**src/rtl/memory_stage.sv**
```systemverilog
// Pipeline memory stage: issues loads/stores over a ready-based data-memory
// handshake, stalls upstream while an access is outstanding and registers
// the result into the memory/writeback boundary.
// Optional access timeout: define MEM_TIMEOUT_EN.
module memory_stage #(
    parameter int DATA_W  = 16,
    parameter int ADDR_W  = 16,
    parameter int TIMEOUT = 15
) (
    input  logic              clk,
    input  logic              rst_n,
    input  logic              valid_in,
    input  logic              wbs_in,
    input  logic              wme_in,
    input  logic              mm_in,
    input  logic              wm_in,
    input  logic              ni_in,
    input  logic [DATA_W-1:0] alu_result_in,
    input  logic [DATA_W-1:0] mem_data_in,
    output logic              stall,
    output logic              dmem_req,
    output logic              dmem_we,
    output logic [ADDR_W-1:0] dmem_addr,
    output logic [DATA_W-1:0] dmem_wdata,
    input  logic [DATA_W-1:0] dmem_rdata,
    input  logic              dmem_ready,
    output logic              valid_out,
    output logic              wbs_out,
    output logic              wm_out,
    output logic              ni_out,
    output logic [DATA_W-1:0] wb_data_out,
    output logic              mem_err
);

    typedef enum logic {IDLE, ACCESS} state_t;

    state_t state;
    logic   mem_op;
    logic   timeout_hit;
    logic   wbs_lat;
    logic   wm_lat;
    logic   ni_lat;

    // A store's writeback value is its address, widened to the data width.
    function automatic logic [DATA_W-1:0] zext_addr(input logic [ADDR_W-1:0] a);
        return DATA_W'(a);
    endfunction

    assign mem_op   = valid_in & (wme_in | mm_in);
    assign dmem_req = (state == ACCESS);

`ifdef MEM_TIMEOUT_EN
    localparam int CNT_W = $clog2(TIMEOUT + 1);
    logic [CNT_W-1:0] wait_cnt;
    assign timeout_hit = (state == ACCESS) && !dmem_ready
                         && (wait_cnt == CNT_W'(TIMEOUT - 1));
`else
    assign timeout_hit = 1'b0;
    assign mem_err     = 1'b0;
`endif

    // Stall is forced low during reset so every output reads 0 there.
    always_comb begin
        stall = 1'b0;
        if (rst_n) begin
            case (state)
                IDLE:    stall = mem_op;
                ACCESS:  stall = ~dmem_ready & ~timeout_hit;
                default: stall = 1'b0;
            endcase
        end
    end

    always_ff @(posedge clk or negedge rst_n) begin
        if (!rst_n) begin
            state       <= IDLE;
            dmem_we     <= 1'b0;
            dmem_addr   <= '0;
            dmem_wdata  <= '0;
            wbs_lat     <= 1'b0;
            wm_lat      <= 1'b0;
            ni_lat      <= 1'b0;
            valid_out   <= 1'b0;
            wbs_out     <= 1'b0;
            wm_out      <= 1'b0;
            ni_out      <= 1'b0;
            wb_data_out <= '0;
`ifdef MEM_TIMEOUT_EN
            wait_cnt    <= '0;
            mem_err     <= 1'b0;
`endif
        end else begin
`ifdef MEM_TIMEOUT_EN
            mem_err <= 1'b0;
`endif
            case (state)
                IDLE: begin
                    if (mem_op) begin
                        // Capture the request; the writeback slot gets a bubble.
                        state       <= ACCESS;
                        dmem_we     <= wme_in;
                        dmem_addr   <= alu_result_in[ADDR_W-1:0];
                        dmem_wdata  <= mem_data_in;
                        wbs_lat     <= wbs_in;
                        wm_lat      <= wm_in;
                        ni_lat      <= ni_in;
                        valid_out   <= 1'b0;
                        wbs_out     <= 1'b0;
                        wm_out      <= 1'b0;
                        ni_out      <= 1'b0;
                        wb_data_out <= '0;
`ifdef MEM_TIMEOUT_EN
                        wait_cnt    <= '0;
`endif
                    end else begin
                        valid_out   <= valid_in;
                        wbs_out     <= valid_in & wbs_in;
                        wm_out      <= valid_in & wm_in;
                        ni_out      <= valid_in & ni_in;
                        wb_data_out <= valid_in ? alu_result_in : '0;
                    end
                end
                ACCESS: begin
                    if (dmem_ready) begin
                        state       <= IDLE;
                        valid_out   <= 1'b1;
                        wbs_out     <= wbs_lat;
                        wm_out      <= wm_lat;
                        ni_out      <= ni_lat;
                        wb_data_out <= dmem_we ? zext_addr(dmem_addr) : dmem_rdata;
                    end else if (timeout_hit) begin
                        // Abort: retire the instruction without a register write.
                        state       <= IDLE;
                        valid_out   <= 1'b1;
                        wbs_out     <= 1'b0;
                        wm_out      <= wm_lat;
                        ni_out      <= ni_lat;
                        wb_data_out <= '0;
`ifdef MEM_TIMEOUT_EN
                        mem_err     <= 1'b1;
`endif
                    end else begin
                        valid_out   <= 1'b0;
                        wbs_out     <= 1'b0;
                        wm_out      <= 1'b0;
                        ni_out      <= 1'b0;
                        wb_data_out <= '0;
`ifdef MEM_TIMEOUT_EN
                        wait_cnt    <= wait_cnt + 1'b1;
`endif
                    end
                end
                default: state <= IDLE;
            endcase
        end
    end

endmodule

```
**config.mk**
```make
export PLATFORM = sky130hd
export DESIGN_NAME = memory_stage
export DESIGN_NICKNAME = d
export VERILOG_FILES = /design/src/rtl/memory_stage.sv
export SDC_FILE = /design/constraint.sdc
export NUM_CORES = 1
export LEC_CHECK = 0
export BUFFER_PORTS_ARGS = -buffer_cell sky130_fd_sc_hd__buf_2
export CAP_MARGIN = 20
export CORE_ASPECT_RATIO = 1.75
export CORE_MARGIN = 10
export CORE_UTILIZATION = 30
export CTS_CLUSTER_DIAMETER = 100
export DETAILED_ROUTE_END_ITERATION = 6
export PLACE_DENSITY = 0.57
export SETUP_SLACK_MARGIN = 0.02
export SLEW_MARGIN = 20
export SYNTH_ARGS = -nofsm -noshare
export SYNTH_HDL_FRONTEND = slang
export SYNTH_SLANG_ARGS = --single-unit
```
**constraint.sdc**
```tcl
create_clock -name clk -period 1.8 [get_ports clk]
set_input_delay 0.18 -clock clk [delete_from_list [all_inputs] [get_ports clk]]
set_output_delay 0.18 -clock clk [all_outputs]
set_load 0.1 [all_outputs]
```
==> results.md, run 1 <==
- Core area: 7910 um^2
- FFs w/ async S/R, synth: 100%
- Register bit total from synthesis: 57
- Leakage: 1.79 nW
- Tmin final: 1610 ps
- Syn nets: 222
- Grt total ovfl: 0
- Vias/cell: 4.58
- CTS H-tree lvls: 3
- Cell Area, Synth: 2420 um^2
- Main area contributors after synthesis: dfrtp_1 59%, mux2_4 19%, mux2i_1 6.6%, o21ai_0 2.9%, nand2_1 2.8%
- Clk buf depth: 2
- Register area share after synthesis: 58.9%
- Cts repair resizes: 0
- Post-synthesis compound-gate area fraction: ~5.2%
- Critical path arrival: approximately 1400 ps
- Avg Inst Size Synth: 14.7 um^2
- Ports: 113
- Via count: ~1700
- Initial antenna violation count: 0
- Simple-gate portion of the synthesized area: 5.47%
- Postcts setup bufs: 0
- CP Class: reg2out
- RSZ-0062 raised after global routing: false
- Setup TNS: 0 ps
- Post-synthesis mux area share: 27.5%
- Pwr/cell area: 1780 nW/um^2
- Final Slew Violations: 0
- Fmax: 622 MHz
- Routed len/inst: 18.2 um
- Synth Area in Adders: 0%
- Clk_skew: 5.85 ps
- N_diodes: 0
- Die W: roughly 90 um
- # hold bufs at CTS: 0
- Synth cell types: 23
- Initial Utilization: 30.6%
- Routed Wire Length: approximately 6900 um
- Worst slew pin tran: 730 ps
- Post-route ant nets: 0
- Filler cells: between 700 and 800
- Final Setup Violations: 0
- Pre-antenna DRT Iters: 3
- Clock Root Buffer: clkbuf_16
- Max VDD drop: roughly 520 uV
- Vias in the first global route: roughly 2000
- Fraction of layout cells with a size suffix above 1: around 60%
- Final Cycle Share: 89.3%
- # rows: between 40 and 50
- CP Launch Point: dmem_req
- Startpoint Class: register
- NumNets Final: roughly 340
- Tot GR Track Use: 11.8%
- Core Util, Final: ~43%
- Drt first-iter violations: 36
- Status: finished clean
- XOR/XNOR share of the synthesized area: 0%
- Yosys top cell area share: 58.9%
- Largest family of logic cells by synthesized area: multiplexers
- Post-route DRC: 0
- Final hold violation count: 0
- Final hold slack: 62.3 ps
- Area leader, netlist: dfrtp_1
- Later-pin clock latency in the skew report: 320 ps
- CP required: 1620 ps
- Clock transition at path regs: 50 ps
- Slew HR: slightly above 50%
- Synth Instances: roughly 170
- Clk sink count: 57
- Number of CTS-inserted buffers: 9
- Final std cells w/o fill: 380
- Max-cap violations: 0
- TritonCTS clock tree: done
- PortBufs: 111
- Ys Warns: 0
- Worst min path class: in2async
- Detailed placer's ending HPWL: ~5200 um
- Start of the worst register-to-register path: dmem_req
- Placed cells: roughly 370
- Post-synth EDFFs: 0
- Crit. End Element: output port
- DIE AREA: 12200 um^2
- Synth Flop Type: dfrtp_1
- CP max FO: 8
- Largest net degree at the start of global routing: a little under 60
- RD Place Congestion: 0.725
- Area delta synth->final: 41.1%
- Die Y: 139 um
- Global-route wire length before repair: 11000 um
[critical path, cell delays in order, from the launching register on]
cell and delay, ps:
dfrtp_2 400, buf_4 170, inv_1 60, o22ai_1 80, and2_2 240, buf_12 160
[cell usage in the layout, fill, tap and decap left out]
master | netlist | routed
buf_2 | 4 | 110
dfrtp_1 | 57 | 55
mux2_4 | 30 | 30
nand2_1 | 18 | 18
mux2i_1 | 16 | 16
o21ai_0 | 14 | 14
clkbuf_16 | 0 | 9
buf_4 | 1 | 7
mux2_2 | 5 | 5
a32o_1 | 3 | 3
o21ai_1 | 2 | 2
clkbuf_8 | 0 | 2
clkinv_2 | 0 | 2
dfrtp_2 | 0 | 2
buf_12 | 0 | 2
nor4b_2 | 0 | 1
inv_1 | 1 | 1
nand2b_4 | 1 | 1
nor2_1 | 1 | 1
o22ai_1 | 1 | 1
nand2b_1 | 1 | 1
and2_2 | 0 | 1
nor2_8 | 1 | 1
nor2b_1 | 1 | 1
a22o_1 | 1 | 1
conb_1 | 1 | 1
clkbuf_1 | 1 | 1
bufinv_16 | 0 | 1
[registers in the layout, summed over array words and instances (netlist names)]
name / cells
dmem_addr: 16
wm_lat: 1
dmem_req: 1
wbs_out: 1
wb_data_out: 16
wbs_lat: 1
ni_out: 1
dmem_wdata: 16
dmem_we: 1
valid_out: 1
ni_lat: 1
wm_out: 1
[per-layer routing]
layer / vias to the layer above / wire length, um / GRT usage, %
met1: 849 / 2500 / 12.7
met5: - / 0 / 0
met4: 0 / 183 / 7.34
met3: 13 / 538 / 3.41
met2: 64 / 3680 / 19.4
li1: 813 / - / -
[where the power goes]
group,switching [mW],internal [mW],leakage [nW]
Combinational,2.14,0.583,0.944
Sequential,0.165,1.54,0.700
Clock,0.548,1.13,0.148
Total,2.85,3.25,1.79
[through the flow]
| stage | setup slack [ps] | total power, mW | instance area [um^2] |
|---|---|---|---|
| after floorplan | 116 | 3.95 | 2430 |
| after global placement | 392 | 4.45 | 3120 |
| after detailed placement | 387 | 4.47 | 3120 |
| after CTS | 165 | 6.17 | 3420 |
| after global routing | 112 | 6.34 | 3420 |
| final | 193 | 6.10 | 3420 |
[final timing paths]
check,end,slack (ps),cells after the start
worst max-delay path,stall,190,5
worst min-delay path,wb_data_out[14],60,2
worst max register to register,dmem_addr[8],380,4
worst min register to register,dmem_wdata[13],500,1
max in group asynchronous,dmem_req,1220,2
min in group clk,wb_data_out[7],80,3
[final cells by class]
type                       count  area (um^2)  share of cell area (%)
clock buffer                  12          256                    7.50
sequential                    57         1430                    41.8
tap                           90          113                    3.29
inverter                       1         3.75                   0.110
timing repair buffer         119          643                    18.8
multi-input combinational     98          936                    27.4
clock inverter                 3         40.0                    1.17
[cell usage after synthesis (2+ instances only)]
master / n
buf_2: 4
mux2_4: 30
dfrtp_1: 57
buf_6: 3
mux2i_1: 16
nand2_1: 18
o21ai_1: 2
o21ai_0: 14
a32o_1: 3
mux2_2: 5
[kinds of logic after synthesis]
group,count (synthesis)
compound gates,21
buf+inv,10
flops,57
mux,51
other cells,1
simple gates,25
Note: power is estimated with default switching activity, not from simulation.
==> inputs of run 2 (changes only) <==
--- a/config.mk
+++ b/config.mk
@@ -5,6 +5,7 @@
 export SDC_FILE = /design/constraint.sdc
 export NUM_CORES = 1
 export LEC_CHECK = 0
+export ABC_AREA = 1
 export BUFFER_PORTS_ARGS = -buffer_cell sky130_fd_sc_hd__buf_2
 export CAP_MARGIN = 20
 export CORE_ASPECT_RATIO = 1.75
@@ -12,7 +13,7 @@
 export CORE_UTILIZATION = 30
 export CTS_CLUSTER_DIAMETER = 100
 export DETAILED_ROUTE_END_ITERATION = 6
-export PLACE_DENSITY = 0.57
+export PLACE_DENSITY = 0.56
 export SETUP_SLACK_MARGIN = 0.02
 export SLEW_MARGIN = 20
 export SYNTH_ARGS = -nofsm -noshare
==> run 2 against run 1 <==
Cell count is 42% higher. Die area increased by 4.1%. Total power shrank 4.1%. Global-route usage up 1.3 points. Worst hold slack lost 34 ps. First-iteration DRC count grew to 3.7 times the previous value. Sequential power shrank 4%. Critical path depth down 1. Sequential cell count unchanged. Synthesized cell count increased by 87%. Non-clock buffer count unchanged. Combinational power down 7%. Largest power group unchanged. Highest routed layer unchanged.
==> results.md, run 2 <==
- Status: finished clean (unchanged)
- Clk_skew: 4.67 ps (was 5.85 ps)
- Main area contributors after synthesis: dfrtp_1 56%, nand2_1 17%, nand3_1 11%, buf_6 3.1%, inv_1 2.9% (was dfrtp_1 59%, mux2_4 19%, mux2i_1 6.6%, o21ai_0 2.9%, nand2_1 2.8%)
- Core Util, Final: 42.3% (was 43.3%)
- Largest net degree at the start of global routing: 58 (unchanged)
- Ports: 113 (unchanged)
- Stages on the worst setup path: 4 (was 5)
- FFs w/ async S/R, synth: 100% (unchanged)
- Leakage: 1.99 nW (was 1.79 nW)
- Setup TNS: 0 ps (unchanged)
- Worst path cell trace: nor2_4 -> nand2_2 -> a21oi_4 -> buf_12 (was buf_4 -> inv_1 -> o22ai_1 -> and2_2 -> buf_12)
- Clk buf depth: 2 (unchanged)
- Tot GR Track Use: 13.1% (was 11.8%)
- Logic pwr share: 43.2% (was 44.6%)
- Area leader, netlist: dfrtp_1 (unchanged)
- Critical path destination: stall (unchanged)
- Post-synth EDFFs: 0 (unchanged)
- Clk sink count: 57 (unchanged)
- Synth top cells by count: 116 x nand2_1, 57 x dfrtp_1, 54 x nand3_1, 20 x inv_1, 17 x nor2_1 (was 57 x dfrtp_1, 30 x mux2_4, 18 x nand2_1, 16 x mux2i_1, 14 x o21ai_0)
- Ys Warns: 0 (unchanged)
- Reg-to-Reg End: dmem_wdata[5] (was dmem_addr[8])
- Net Sw Power: 2.85 mW (about the same)
- RSZ-0062 raised after global routing: false (unchanged)
- Clock group share of total power: 28.8% (was 27.5%)
- Cell Area, Synth: 2550 um^2 (was 2420 um^2)
- Register area share after synthesis: 56.0% (was 58.9%)
- Number of CTS-inserted buffers: 9 (unchanged)
- Core area: 8310 um^2 (was 7910 um^2)
- Pre-CTS WS: 511 ps (was 387 ps)
- CP Launch Point: dmem_req (unchanged)
- Initial antenna violation count: 1 (was 0)
- Area delta synth->final: 38.0% (was 41.1%)
- Later-pin clock latency in the skew report: 320 ps (about the same)
- Final Setup Violations: 0 (unchanged)
- Start of the worst register-to-register path: dmem_req (unchanged)
- Crit. End Element: output port (unchanged)
- Worst slew pin tran: 751 ps (was 730 ps)
- Fraction of layout cells with a size suffix above 1: 33.9% (was 60.0%)
- Startpoint Class: register (unchanged)
- Vias/cell: 4.42 (was 4.58)
- DIE AREA: 12700 um^2 (was 12200 um^2)
- Critical path arrival: 1400 ps (was 1430 ps)
- Final Cycle Share: 88.0% (was 89.3%)
- Post-route DRC: 0 (unchanged)
- Routed len/inst: 15.1 um (was 18.2 um)
- CP max FO: 4 (was 8)
- Cts repair resizes: 0 (unchanged)
- Vias in the first global route: 2470 (was 2012)
- Slew HR: 49.9% (was 51.3%)
- Avg Inst Size Synth: 8.27 um^2 (was 14.7 um^2)
- # hold bufs at CTS: 0 (unchanged)
- Routed Wire Length: 8110 um (was 6910 um)
- CTS H-tree lvls: 3 (unchanged)
- Crit path buf inv count: 1 (was 3)
- Detailed placer's ending HPWL: 5820 um (was 5190 um)
- Final hold violation count: 0 (unchanged)
- TritonCTS clock tree: done (unchanged)
- Most common cell after layout, fill and taps aside: nand2_1 (was buf_2)
- Drt first-iter violations: 132 (was 36)
- Postcts setup bufs: 0 (unchanged)
- Worst min path class: in2async (unchanged)
- Initial Utilization: 30.6% (about the same)
- Yosys top cell area share: 56.0% (was 58.9%)
- Pre-antenna DRT Iters: 6 (was 3)
- Fmax: 631 MHz (was 622 MHz)
- NumNets Final: 474 (was 343)
- Global-route wire length before repair: 12700 um (was 11000 um)
- Critical path's top delay family: flip-flops (unchanged)
- Via count: 2379 (was 1739)
- Slowest CP cell: dfrtp_4 (was dfrtp_2)
- Synth Flop Type: dfrtp_1 (unchanged)
- Die Y: 142 um (was 139 um)
- Biggest regs: dmem_addr: 16 flops, dmem_wdata: 16 flops, wb_data_out: 16 flops (unchanged)
- Final Slew Violations: 0 (unchanged)
- Tmin final: 1580 ps (was 1610 ps)
- # rows: 44 (was 43)
- Filler cells: 865 (was 779)
- PortBufs: 111 (unchanged)
- Register bit total from synthesis: 57 (unchanged)
- Synth Instances: 308 (was 165)
- Die W: 89.6 um (was 87.9 um)
- CP required: 1620 ps (about the same)
- Max incr delay on CP: 500 ps (was 400 ps)
- Grt total ovfl: 0 (unchanged)
- Clock transition at path regs: 50 ps (about the same)
- Int Pwr: 3.00 mW (was 3.25 mW)
- Max VDD drop: 700 uV (was 517 uV)
- Worst setup margin: 216 ps (was 193 ps)
- Flop pwr share: 28.1% (was 27.9%)
- Sw Share: 48.7% (was 46.7%)
- Most frequent cells in the layout: 116 x nand2_1, 109 x buf_2, 56 x dfrtp_1, 54 x nand3_1, 20 x inv_1 (was 110 x buf_2, 55 x dfrtp_1, 30 x mux2_4, 18 x nand2_1, 16 x mux2i_1)
- Syn nets: 365 (was 222)
- Most common cell in the netlist: nand2_1 (was dfrtp_1)
- FF-to-FF path depth: 5 (was 4)
- Clock Root Buffer: clkbuf_16 (unchanged)
- R2R Setup Slk: 520 ps (was 380 ps)
- Synth cell types: 17 (was 23)
- Pwr/cell area: 1660 nW/um^2 (was 1780 nW/um^2)
- Max-cap violations: 0 (unchanged)
- Post-route ant nets: 0 (unchanged)
- RD Place Congestion: 0.755 (was 0.725)
- CP Class: reg2out (unchanged)
==> run 2: how the worst min path moves through the flow <==
stage | start | to | slack, ps | depth (start not counted)
after floorplan | rst_n | dmem_addr[0] | -120 | 0
after global placement | rst_n | dmem_addr[7] | 400 | 2
after detailed placement | rst_n | dmem_req | 410 | 2
after CTS | rst_n | dmem_req | 70 | 2
after global routing | mem_data_in[6] | dmem_wdata[6] | 90 | 3
final | rst_n | dmem_addr[5] | 30 | 2
==> run 2: worst register-to-register path: cells and delay by family, from the launching register on <==
kind	cells	cell delay [ps]
and+or+nand+nor	4	400
buffers and inverters	1	270
DFF	1	500
==> run 2: per-stage QoR <==
| step | power (mW) | hold slack [ps] | cell area, um^2 | cells |
|---|---|---|---|---|
| 6_report | 5.85 | 28.4 | 3510 | 538 |
| 5_1_grt | 6.09 | 90.8 | 3510 | 538 |
| 4_1_cts | 5.91 | 66.8 | 3510 | 537 |
| 3_5_place_dp | 4.22 | 412 | 3220 | 521 |
| 3_3_place_gp | 4.19 | 403 | 3220 | 521 |
| 2_1_floorplan | 3.72 | -116 | 2570 | 308 |
==> run 2: power groups by stage <==
stage | Combinational (mW) | Clock, mW | Sequential [mW]
2_1_floorplan | 0.472 | 0 | 3.25
3_3_place_gp | 2.53 | 0 | 1.66
3_5_place_dp | 2.56 | 0 | 1.66
4_1_cts | 2.56 | 1.71 | 1.64
5_1_grt | 2.65 | 1.77 | 1.68
6_report | 2.53 | 1.68 | 1.64
==> run 2: logic make-up after synthesis <==
logic type / Yosys count / share of synthesized area [%]
compound gates: 17 / 3.34
buf+inv: 43 / 9.34
flops: 57 / 56.0
other cells: 1 / 0.147
simple gates: 190 / 31.2
==> run 2: layout make-up <==
cell class,count,area (um^2),share of cell area [%]
Inverter,22,82.6,2.35
Clock buffer,10,239,6.80
Multi-Input combinational cell,208,901,25.6
Tap cell,115,144,4.09
Sequential cell,57,1430,40.7
Clock inverter,6,57.6,1.64
Antenna cell,1,2.50,0.0712
Timing Repair Buffer,119,658,18.7
==> run 2: layer usage <==
metal	track usage [%]	routed length, um
met4	5.64	184
met3	3.90	426
met1	14.1	3080
met2	22.7	4420
met5	0	0
